## src/rtl/intr_ctrl.sv

```systemverilog
// ---------------------------------------------------------------------------
// intr_ctrl -- prioritised interrupt controller for the control unit (CU).
//
// Each raw line goes through a two-flop synchroniser. A rising edge of the
// synchronised value sets that source's pending bit. Pending bits are
// qualified by the per-source mask and by the global I flag. The lowest
// eligible index wins. The controller then raises one request and holds the
// granted id/vector stable until the CU acknowledges it. It stays in service
// until RETID/RETIE (iret).
//
// Ports:
//   clk          system clock, rising edge
//   reset_n      asynchronous active-low reset
//   irq_in       raw asynchronous interrupt lines, active high
//   src_mask     per-source enable (1 = enabled), does not gate latching
//   pend_clr     one-cycle software clear of pending bits
//   i_set/i_clr  CU strobes that set/clear the I flag (clear wins)
//   int_ack      CU interrupt-state strobe, honoured only while requesting
//   iret         CU RETID/RETIE strobe, honoured only while in service
//   interrupt    registered request to the CU
//   int_vector   PC vector of the granted source (VECTOR_BASE + id)
//   int_id       index of the granted source
//   pending      pending latch contents
//   i_flag       global interrupt enable
//   in_service   high from acknowledge until iret
// ---------------------------------------------------------------------------
module intr_ctrl #(
  parameter int          NUM_SRC     = 4,
  parameter int          ID_W        = 2,
  parameter logic [9:0]  VECTOR_BASE = 10'h3F8
) (
  input  logic               clk,
  input  logic               reset_n,
  input  logic [NUM_SRC-1:0] irq_in,
  input  logic [NUM_SRC-1:0] src_mask,
  input  logic [NUM_SRC-1:0] pend_clr,
  input  logic               i_set,
  input  logic               i_clr,
  input  logic               int_ack,
  input  logic               iret,
  output logic               interrupt,
  output logic [9:0]         int_vector,
  output logic [ID_W-1:0]    int_id,
  output logic [NUM_SRC-1:0] pending,
  output logic               i_flag,
  output logic               in_service
);

  typedef enum logic [1:0] {ST_IDLE, ST_REQ, ST_SERVICE} state_t;

  state_t             r_state, w_state_nxt;
  logic [NUM_SRC-1:0] r_sync1, r_sync2, r_hist;
  logic [NUM_SRC-1:0] r_pending, w_pending_nxt;
  logic               r_i_flag, w_i_flag_nxt;
  logic               r_interrupt, w_interrupt_nxt;
  logic               r_in_service, w_in_service_nxt;
  logic [ID_W-1:0]    r_int_id;
  logic [9:0]         r_int_vector;

  logic [NUM_SRC-1:0] w_edge;
  logic               w_ack_req;
  logic [NUM_SRC-1:0] w_ack_clr;
  logic [NUM_SRC-1:0] w_eligible;
  logic               w_win_found;
  logic [ID_W-1:0]    w_win_id;
  logic               w_load_id;

  // ---------------- synchroniser and edge detect -------------------------
  // NOTE: the synchroniser and history flops reset to ones, so a line that is
  // already high when reset is released does not look like a rising edge.
  // NOTE: sequential state uses non-blocking assignments, so every flop samples
  // the values from before the clock edge.
  always_ff @(posedge clk or negedge reset_n) begin
    if (!reset_n) begin
      r_sync1 <= {NUM_SRC{1'b1}};
      r_sync2 <= {NUM_SRC{1'b1}};
      r_hist  <= {NUM_SRC{1'b1}};
    end else begin
      r_sync1 <= irq_in;
      r_sync2 <= r_sync1;
      r_hist  <= r_sync2;
    end
  end

  assign w_edge = r_sync2 & ~r_hist;

  // ---------------- pending latch and I flag -----------------------------
  assign w_ack_req = int_ack && (r_state == ST_REQ);
  assign w_ack_clr = w_ack_req ? ({{(NUM_SRC-1){1'b0}}, 1'b1} << r_int_id)
                               : '0;

  // A new edge is ORed in last, so it wins over any clear in the same cycle.
  assign w_pending_nxt = (r_pending & ~(pend_clr | w_ack_clr)) | w_edge;

  always_comb begin
    // NOTE: a default assignment first keeps this block from inferring a latch.
    w_i_flag_nxt = r_i_flag;
    if (i_set)                 w_i_flag_nxt = 1'b1;
    if (i_clr || w_ack_req)    w_i_flag_nxt = 1'b0;
  end

  always_ff @(posedge clk or negedge reset_n) begin
    if (!reset_n) begin
      r_pending <= '0;
      r_i_flag  <= 1'b0;
    end else begin
      r_pending <= w_pending_nxt;
      r_i_flag  <= w_i_flag_nxt;
    end
  end

  // ---------------- priority select --------------------------------------
  // Bits being cleared this cycle are excluded, so a request is not raised for
  // a source that software is withdrawing.
  assign w_eligible = r_pending & src_mask & ~pend_clr & {NUM_SRC{r_i_flag}};

  always_comb begin
    w_win_found = 1'b0;
    w_win_id    = '0;
    // Scan downwards so that the lowest index is the last one written.
    for (int k = NUM_SRC - 1; k >= 0; k--) begin
      if (w_eligible[k]) begin
        w_win_found = 1'b1;
        w_win_id    = ID_W'(k);
      end
    end
  end

  // ---------------- FSM: state register ----------------------------------
  always_ff @(posedge clk or negedge reset_n) begin
    if (!reset_n) begin
      r_state      <= ST_IDLE;
      r_interrupt  <= 1'b0;
      r_in_service <= 1'b0;
    end else begin
      r_state      <= w_state_nxt;
      r_interrupt  <= w_interrupt_nxt;
      r_in_service <= w_in_service_nxt;
    end
  end

  // ---------------- FSM: next state --------------------------------------
  always_comb begin
    w_state_nxt = r_state;
    case (r_state)
      ST_IDLE: begin
        // An i_clr in the same cycle would leave the request up with I=0.
        if (w_win_found && !i_clr) w_state_nxt = ST_REQ;
      end
      ST_REQ: begin
        if (int_ack)
          w_state_nxt = ST_SERVICE;
        else if (i_clr || !w_pending_nxt[r_int_id])
          w_state_nxt = ST_IDLE;
      end
      ST_SERVICE: begin
        if (iret) w_state_nxt = ST_IDLE;
      end
      default: w_state_nxt = ST_IDLE;
    endcase
  end

  // ---------------- FSM: outputs (registered one edge later) -------------
  always_comb begin
    w_interrupt_nxt  = (w_state_nxt == ST_REQ);
    w_in_service_nxt = (w_state_nxt == ST_SERVICE);
    w_load_id        = (r_state == ST_IDLE) && (w_state_nxt == ST_REQ);
  end

  // The grant is captured only on entry to REQ and then held stable, even if
  // a higher-priority source becomes pending meanwhile.
  always_ff @(posedge clk or negedge reset_n) begin
    if (!reset_n) begin
      r_int_id     <= '0;
      r_int_vector <= VECTOR_BASE;
    end else if (w_load_id) begin
      r_int_id     <= w_win_id;
      r_int_vector <= VECTOR_BASE + {{(10-ID_W){1'b0}}, w_win_id};
    end
  end

  assign interrupt  = r_interrupt;
  assign in_service = r_in_service;
  assign int_id     = r_int_id;
  assign int_vector = r_int_vector;
  assign pending    = r_pending;
  assign i_flag     = r_i_flag;

endmodule

```

## config.mk

```make
export PLATFORM = sky130hd
export DESIGN_NAME = intr_ctrl
export DESIGN_NICKNAME = d
export VERILOG_FILES = /design/src/rtl/intr_ctrl.sv
export SDC_FILE = /design/constraint.sdc
export NUM_CORES = 1
export LEC_CHECK = 0
export CAP_MARGIN = 20
export CORE_MARGIN = 2
export CORE_UTILIZATION = 25
export DETAILED_ROUTE_END_ITERATION = 7
export SLEW_MARGIN = 15
export SYNTH_ARGS = -nofsm -noshare
export SYNTH_HDL_FRONTEND = slang
export SYNTH_SLANG_ARGS = --single-unit
```

## constraint.sdc

```tcl
create_clock -name clk -period 3.4 [get_ports clk]
set_clock_uncertainty 0.15 [all_clocks]
set_input_delay 1.02 -clock clk [delete_from_list [all_inputs] [get_ports clk]]
set_output_delay 1.02 -clock clk [all_outputs]
set_load 0.02 [all_outputs]
```

==> results.py, run 1 <==
metrics = {
    "timing": {
        "tightest_slew_ns": 0.553,
        "finalHoldViolCount": 0,
        "slew_violations": 0,
        "fin_hold_ws_ns": 0.208,
        "rsz0062_at_grt": "no",
        "maxSlewHeadroom": 0.629,
        "max_freq_mhz": 387,
        "min_period_ns": 2.59,
        "final.setup.tns_ns": 0,
        "finalSetupViolations": 0,
        "min_period_over_period": 0.761,
    },
    "final_layout": {
        "syn_to_final_growth_pct": 35.0,
        "n_fill_cell": 362,
        "fin_nets": 133,
        "final_core_util": 0.354,
        "n_antenna_cell": 0,
        "drive_above_1_share": 0.167,
    },
    "hold_path": {
        "whs_endpoint": "r_sync2[0]",
        "hold-path-cell-count": 0,
        "min_from": "r_sync1[0]",
        "hp-class": "register to register",
    },
    "clocking": {
        "clock_path_buffers": 2,
        "clkLatencyLatePin_ns": 0.26,
        "ctsResizeCount": 0,
        "cts_buffers": 3,
        "htreeDepth": 1,
        "cts_setup_buffers": 0,
        "cts.sinks": 23,
        "root_buffer": "clkbuf_8",
        "cts_tree": "built",
        "cts_hold_buf": 0,
        "clk_pin_slew_ns": 0.08,
    },
    "routing": {
        "vias": 694,
        "drt_iter0_drc": 14,
        "ant_nets": 0,
        "drcViolationCount": 0,
        "drt-total-wl_um": 1840,
        "dr.pass1.iters": 4,
        "wire_per_inst_um": 11.3,
        "via_per_inst": 4.28,
    },
    "global_route": {
        "grt_max_degree": 24,
        "grt_pass1_vias": 709,
        "track_usage": 0.0959,
        "overflow": 0,
        "antenna_found_initial": 0,
        "grt_pass1_wl_um": 3120,
    },
    "logic_synthesis": {
        "post-synth-top-area-fraction": 0.323,
        "ys_warn_count": 0,
        "yosysUniqueCellTypes": 22,
        "synth_area_leaders": "dfstp_2 32%, dfrtp_1 28%, buf_4 7.7%",
        "ys_ff_latch": 23,
        "synth_cells": 85,
        "yosysSeqAreaShare": 0.606,
        "syn_avg_cell_area_um2": 11.5,
        "yosysTopAreaCell": "dfstp_2",
        "syn_area_um2": 975,
    },
    "flow_run": {
        "drv_cap": 0,
    },
    "place": {
        "port_buffers": 28,
        "place_congestion": 0.737,
    },
    "critical_path": {
        "slowest_stage": "clkdlybuf4s50_1",
        "worst_setup_path_start_kind": "register",
        "worstSetupEndpointType": "primary output",
        "path_buf_inv": 1,
        "regToRegSetupSlack_ns": 1.94,
        "crit_chain": "clkdlybuf4s50_1",
        "r2r_end": "int_id[1]",
        "path_class": "register to primary output",
        "crit_path_max_fanout": 9,
        "crit_family": "buffers and inverters",
        "slowest_delay_ns": 0.66,
        "cp.required_ns": 2.23,
        "reg2reg_depth": 3,
        "crit_arrival_ns": 1.42,
        "r2r_start": "r_state[0]",
    },
    "outcome": {
        "status": "finished, final reports clean",
    },
    "die": {
        "die-height_um": 66.4,
        "dieArea_um2": 4410,
        "start_util": 0.262,
        "core_um2": 3720,
        "boundaryPins": 37,
        "die_width_um": 66.4,
        "core.rowCount": 22,
    },
    "power": {
        "ir_drop_mv": 0.275,
        "leakagePower_nw": 0.537,
        "power.density_nw_per_um2": 507,
    },
}
-- registers in the layout, indices dropped and copies added (netlist names) --
signal	flops
i_flag	1
in_service	1
int_id	2
interrupt	1
pending	4
r_hist	4
r_state	2
r_sync1	4
r_sync2	4
-- synthesized netlist by cell type --
library cell and instances:
a31o_1 1, conb_1 2, nand2b_1 8, nand3b_1 3, inv_1 1, o21ai_0 8, buf_4 10, dfstp_2 12
o31ai_1 3, dfrtp_1 11, and4b_1 1, a21oi_1 3, a31o_2 1, a21boi_0 1, nand3_1 2, nor2_1 2
nand2_1 3, nor4b_2 1, o21ai_1 1, nor3_1 4, nor2b_1 6, a31oi_1 1
-- cell families (layout without fill, tap and decap cells) --
kind of cell           Yosys count  count (layout)  synth area share
and+or+nand+nor                 30              30             0.189
DFF                             23              23             0.606
AOI/OAI and AO/OA               19              19             0.117
buffers and inverters           11              34            0.0809
other                            2               8           0.00771
-- worst max path at each step --
stage	slack [ns]	depth (start not counted)	endpoint	start
detailed placement	0.93	5	r_state[0]	pend_clr[1]
CTS	0.79	1	int_id[1]	int_id[1]
floorplan	1.49	4	interrupt	src_mask[1]
global placement	0.96	5	r_state[0]	pend_clr[1]
global route	0.74	1	int_id[1]	int_id[1]
finish	0.81	1	int_id[1]	int_id[1]
-- cell usage in the layout, fill, tap and decap left out --
cell type        count
nand3_1              2
nor2b_1              6
nor3_1               4
buf_4                1
conb_1               8
nor4b_2              1
nor2_1               2
clkbuf_8             3
nand2_1              3
a21oi_1              3
dfstp_2             12
a21boi_0             1
dfrtp_1             11
o21ai_0              8
a31oi_1              1
nand3b_1             3
a31o_2               1
inv_1                1
o31ai_1              3
o21ai_1              1
a31o_1               1
clkdlybuf4s50_1     28
clkinv_2             1
and4b_1              1
nand2b_1             8
-- where the power goes --
part	total [mW]	switching, mW	internal (mW)
logic	0.169	0.0861	0.0834
clock network	0.164	0.0828	0.0816
registers	0.334	0.0305	0.303
total	0.668	0.199	0.468
-- metal layers --
metal,vias to the layer above,share of wire,global-route usage
met3,2,0.082,0.0358
met5,-,0,0
met1,324,0.44,0.122
met4,0,0.0054,0.0281
met2,33,0.47,0.151
li1,335,-,-
-- final cells by class --
| type | instances | area [um^2] | share of cell area |
|---|---|---|---|
| multi-input cells | 57 | 328 | 0.249 |
| clock inverters | 1 | 5.00 | 0.00380 |
| clock buffers | 3 | 41.3 | 0.0314 |
| well taps | 48 | 60.1 | 0.0456 |
| inverters | 1 | 3.75 | 0.00285 |
| repair buffers | 29 | 288 | 0.219 |
| flip-flops and latches | 23 | 591 | 0.449 |
-- stage by stage --
stage          power (mW)  instance area [um^2]  std cells  worst slack (ns)
6_report            0.668                  1320        162             0.814
5_1_grt             0.712                  1320        162             0.738
4_1_cts             0.677                  1320        162             0.792
3_5_place_dp        0.509                  1270        158             0.932
3_3_place_gp        0.505                  1270        158             0.956
2_1_floorplan       0.435                   997         91              1.49
Power figures use the tool's default switching activity.
==> run 2, diff against run 1 <==
==> constraint.sdc (replaced) <==
create_clock -name clk -period 2.7 [get_ports clk]
set_clock_uncertainty 0.15 [all_clocks]
set_input_delay 0.81 -clock clk [delete_from_list [all_inputs] [get_ports clk]]
set_output_delay 0.81 -clock clk [all_outputs]
set_load 0.02 [all_outputs]
==> results.py, run 2 (same netlist as run 1, synthesis figures left out) <==
metrics = {
    "critical_path": {
        "crit_path_max_fanout": 9,
        "slowest_delay_ns": 0.66,
        "r2r_end": "r_state[0]",
        "cp.required_ns": 1.74,
        "r2r_start": "i_flag",
        "crit_family": "buffers and inverters",
        "worstSetupEndpointType": "primary output",
        "crit_arrival_ns": 1.42,
        "path_buf_inv": 1,
        "slowest_stage": "clkdlybuf4s50_1",
        "worst_setup_path_start_kind": "register",
        "reg2reg_depth": 4,
        "regToRegSetupSlack_ns": 1.25,
        "crit_chain": "clkdlybuf4s50_1",
        "path_class": "register to primary output",
    },
    "timing": {
        "finalSetupViolations": 0,
        "min_period_ns": 2.38,
        "final.setup.tns_ns": 0,
        "rsz0062_at_grt": "no",
        "finalHoldViolCount": 0,
        "maxSlewHeadroom": 0.659,
        "tightest_slew_ns": 0.507,
        "min_period_over_period": 0.882,
        "fin_hold_ws_ns": 0.209,
        "finalWorstSetupSlack_ns": 0.319,
        "slew_violations": 0,
        "max_freq_mhz": 420,
    },
    "power": {
        "power.density_nw_per_um2": 640,
        "ir_drop_mv": 0.285,
        "finalPower_mw": 0.843,
        "leakagePower_nw": 0.537,
    },
    "final_layout": {
        "drive_above_1_share": 0.167,
        "n_antenna_cell": 0,
        "final_cell_mix": "28 x clkdlybuf4s50_1, 12 x dfstp_2, 11 x dfrtp_1",
        "syn_to_final_growth_pct": 35.2,
        "final_common_cell": "clkdlybuf4s50_1",
        "fin_nets": 133,
    },
    "die": {
        "core.rowCount": 22,
        "dieArea_um2": 4410,
        "core_um2": 3720,
        "die_width_um": 66.4,
        "die-height_um": 66.4,
        "boundaryPins": 37,
        "start_util": 0.262,
    },
    "place": {
        "port_buffers": 28,
        "dp_slack_ns": 0.424,
        "place_congestion": 0.727,
        "dp_hpwl_um": 1370,
    },
    "global_route": {
        "overflow": 0,
        "grt_pass1_vias": 711,
        "grt_max_degree": 24,
        "track_usage": 0.0909,
        "grt_pass1_wl_um": 3060,
        "antenna_found_initial": 0,
    },
    "clocking": {
        "clk_pin_slew_ns": 0.08,
        "cts_tree": "built",
        "ctsResizeCount": 0,
        "cts_buffers": 3,
        "cts_setup_buffers": 0,
        "clkLatencyLatePin_ns": 0.26,
        "clock_path_buffers": 2,
        "root_buffer": "clkbuf_8",
        "cts_hold_buf": 0,
        "htreeDepth": 1,
        "cts.sinks": 23,
    },
    "hold_path": {
        "whs_endpoint": "r_sync2[2]",
        "hp-class": "register to register",
        "hold-path-cell-count": 0,
        "min_from": "r_sync1[2]",
    },
    "flow_run": {
        "drv_cap": 0,
    },
    "routing": {
        "dr.pass1.iters": 4,
        "vias": 693,
        "wire_per_inst_um": 11.0,
        "ant_nets": 0,
        "via_per_inst": 4.28,
        "drt_iter0_drc": 39,
        "drt-total-wl_um": 1780,
        "drcViolationCount": 0,
    },
    "outcome": {
        "status": "finished, final reports clean",
    },
}
[run 2: changes by cell type in the layout (fill, tap and decap cells not counted), sizes merged]
| cell | previous run | this run |
|---|---|---|
| clkinv | 1 | 0 |
| inv | 1 | 2 |
[run 2: how the worst max path moves through the flow]
stage | to | start | depth (start not counted)
6_report | int_id[1] | int_id[1] | 1
5_1_grt | int_id[1] | int_id[1] | 1
4_1_cts | int_id[1] | int_id[1] | 1
3_5_place_dp | r_state[0] | pend_clr[1] | 5
3_3_place_gp | r_state[0] | pend_clr[1] | 5
2_1_floorplan | interrupt | src_mask[1] | 4
[run 2: area by class of cell]
class / count / area, um^2
repair buffers: 29 / 288
inverters: 1 / 3.75
multi-input cells: 57 / 328
clock buffers: 3 / 41.3
flip-flops and latches: 23 / 591
well taps: 48 / 60.1
fillers: 375 / 2400
clock inverters: 1 / 6.26
[run 2: layer usage]
| metal | routed length [um] | global-route usage | vias up |
|---|---|---|---|
| li1 | - | - | 331 |
| met1 | 779 | 0.109 | 329 |
| met2 | 823 | 0.151 | 33 |
| met3 | 178 | 0.0358 | 0 |
| met4 | 0 | 0.0230 | 0 |
| met5 | 0 | 0 | - |
[run 2: report_power, final]
part	internal [mW]	switching, mW	total, mW
combinational	0.105	0.107	0.212
clock	0.105	0.105	0.210
sequential	0.382	0.0389	0.421
[run 2: through the flow]
stage	util	instance area, um^2	cells
CTS	0.355	1320	162
global placement	0.342	1270	158
global route	0.355	1320	162
detailed placement	0.342	1270	158
floorplan	-	997	91
finish	0.355	1320	162
==> run 3, diff against run 2 <==
--- a/config.mk
+++ b/config.mk
@@ -6,9 +6,12 @@
 export NUM_CORES = 1
 export LEC_CHECK = 0
 export CAP_MARGIN = 20
-export CORE_MARGIN = 2
+export CELL_PAD_IN_SITES_DETAIL_PLACEMENT = 1
+export CELL_PAD_IN_SITES_GLOBAL_PLACEMENT = 2
+export CORE_MARGIN = 1
 export CORE_UTILIZATION = 25
 export DETAILED_ROUTE_END_ITERATION = 7
+export PLACE_DENSITY_LB_ADDON = 0.1
 export SLEW_MARGIN = 15
 export SYNTH_ARGS = -nofsm -noshare
 export SYNTH_HDL_FRONTEND = slang
==> constraint.sdc (replaced) <==
create_clock -name clk -period 2.6 [get_ports clk]
set_clock_uncertainty 0.15 [all_clocks]
set_input_delay 0.78 -clock clk [delete_from_list [all_inputs] [get_ports clk]]
set_output_delay 0.78 -clock clk [all_outputs]
set_load 0.02 [all_outputs]
==> results.py, run 3 (same netlist as run 1, synthesis figures left out) <==
metrics = {
    "final_layout": {
        "n_antenna_cell": 0,
        "seqCellArea_um2": 591,
        "final_cell_mix": "28 x clkdlybuf4s50_1, 12 x dfstp_2, 11 x dfrtp_1",
        "fin_nets": 133,
        "n_fill_cell": 435,
        "design_area_um2": 1320,
        "final_common_cell": "clkdlybuf4s50_1",
        "syn_to_final_growth_pct": 35.0,
        "multiInputGateArea_um2": 328,
        "drive_above_1_share": 0.167,
    },
    "power": {
        "switching_power_mw": 0.264,
        "p_int_mw": 0.612,
        "power.density_nw_per_um2": 666,
        "ir_drop_mv": 0.283,
        "switching_share": 0.302,
        "p_seq_frac": 0.500,
        "pwr-share-comb": 0.252,
        "leakagePower_nw": 0.537,
        "clock_power_share": 0.248,
    },
    "clocking": {
        "cts_setup_buffers": 0,
        "clock_path_buffers": 2,
        "cts_buffers": 3,
        "clk_pin_slew_ns": 0.08,
        "cts_hold_buf": 0,
        "cts_tree": "built",
        "htreeDepth": 1,
        "ctsResizeCount": 0,
        "root_buffer": "clkbuf_8",
        "cts.sinks": 23,
        "clkLatencyLatePin_ns": 0.26,
    },
    "global_route": {
        "track_usage": 0.110,
        "grt_pass1_vias": 755,
        "grt_max_degree": 24,
        "antenna_found_initial": 0,
        "grt_pass1_wl_um": 3440,
        "overflow": 0,
    },
    "critical_path": {
        "reg2reg_depth": 4,
        "path_buf_inv": 1,
        "slowest_delay_ns": 0.66,
        "crit_arrival_ns": 1.43,
        "path_class": "register to primary output",
        "worst_setup_path_start_kind": "register",
        "worstSetupEndpointType": "primary output",
        "cp.required_ns": 1.67,
        "crit_family": "buffers and inverters",
        "crit_chain": "clkdlybuf4s50_1",
        "crit_path_max_fanout": 9,
        "slowest_stage": "clkdlybuf4s50_1",
        "cp.depth": 1,
    },
    "die": {
        "core.rowCount": 22,
        "die_width_um": 64.4,
        "dieArea_um2": 4150,
        "boundaryPins": 37,
        "die-height_um": 64.4,
        "start_util": 0.264,
        "core_um2": 3690,
    },
    "flow_run": {
        "drv_cap": 0,
    },
    "routing": {
        "drt-total-wl_um": 1970,
        "drt_iter0_drc": 9,
        "drcViolationCount": 0,
        "wire_per_inst_um": 12.2,
        "via_per_inst": 4.35,
        "vias": 704,
        "ant_nets": 0,
        "dr.pass1.iters": 3,
    },
    "place": {
        "place_area_um2": 1270,
        "dp_hpwl_um": 1520,
        "place_congestion": 0.766,
        "port_buffers": 28,
    },
    "timing": {
        "final.setup.tns_ns": 0,
        "max_freq_mhz": 424,
        "min_period_over_period": 0.908,
        "slew_violations": 0,
        "maxSlewHeadroom": 0.663,
        "finalSetupViolations": 0,
        "finalHoldViolCount": 0,
        "tightest_slew_ns": 0.502,
        "rsz0062_at_grt": "no",
        "min_period_ns": 2.36,
    },
    "outcome": {
        "status": "finished, final reports clean",
    },
    "hold_path": {
        "hold-path-cell-count": 0,
        "hp-class": "register to register",
    },
}
run 3: power groups by stage:
stage | sequential, mW | combinational [mW] | clock, mW
3_3_place_gp | 0.445 | 0.223 | 0
6_report | 0.439 | 0.221 | 0.217
4_1_cts | 0.441 | 0.225 | 0.228
5_1_grt | 0.446 | 0.241 | 0.243
2_1_floorplan | 0.459 | 0.110 | 0
3_5_place_dp | 0.447 | 0.224 | 0
run 3: final cells by class:
class                           count  share of cell area
Tap cell                           48              0.0456
Clock inverter                      1             0.00380
Sequential cell                    23               0.449
Clock buffer                        3              0.0314
Multi-Input combinational cell     57               0.249
Inverter                            1             0.00285
Timing Repair Buffer               29               0.219
run 3: per-stage QoR:
| step | setup slack [ns] | util | hold WS, ns | cells | power, mW |
|---|---|---|---|---|---|
| 6_report | 0.239 | 0.357 | 0.208 | 162 | 0.877 |
| 3_5_place_dp | 0.328 | 0.344 | 0.198 | 158 | 0.671 |
| 5_1_grt | 0.159 | 0.357 | 0.217 | 162 | 0.930 |
| 3_3_place_gp | 0.399 | 0.344 | 0.196 | 158 | 0.669 |
| 4_1_cts | 0.212 | 0.357 | 0.210 | 162 | 0.894 |
| 2_1_floorplan | 0.934 | - | 0.195 | 91 | 0.569 |
run 3: worst paths after layout:
kind	slack, ns	end	start
min	0.21	r_sync2[0]	r_sync1[0]
min in group asynchronous	0.71	pending[1]	reset_n
max	0.24	int_id[0]	int_id[0]
min reg2reg	0.21	r_sync2[0]	r_sync1[0]
max in group asynchronous	1.31	r_hist[0]	reset_n
max reg2reg	1.12	r_state[0]	i_flag
run 3: worst reg2reg max path, cell delays in order, from the launching register on:
cell	delay [ns]
dfrtp_1	0.47
and4b_1	0.27
a31o_1	0.21
o21ai_1	0.17
o31ai_1	0.10
run 3: routing by layer:
layer  GRT usage  vias to the layer above  part of all wire
li1            -                      332                 -
met1       0.140                      347              0.44
met2       0.176                       23              0.49
met3      0.0264                        2             0.055
met4      0.0500                        0            0.0086
met5           0                        -                 0
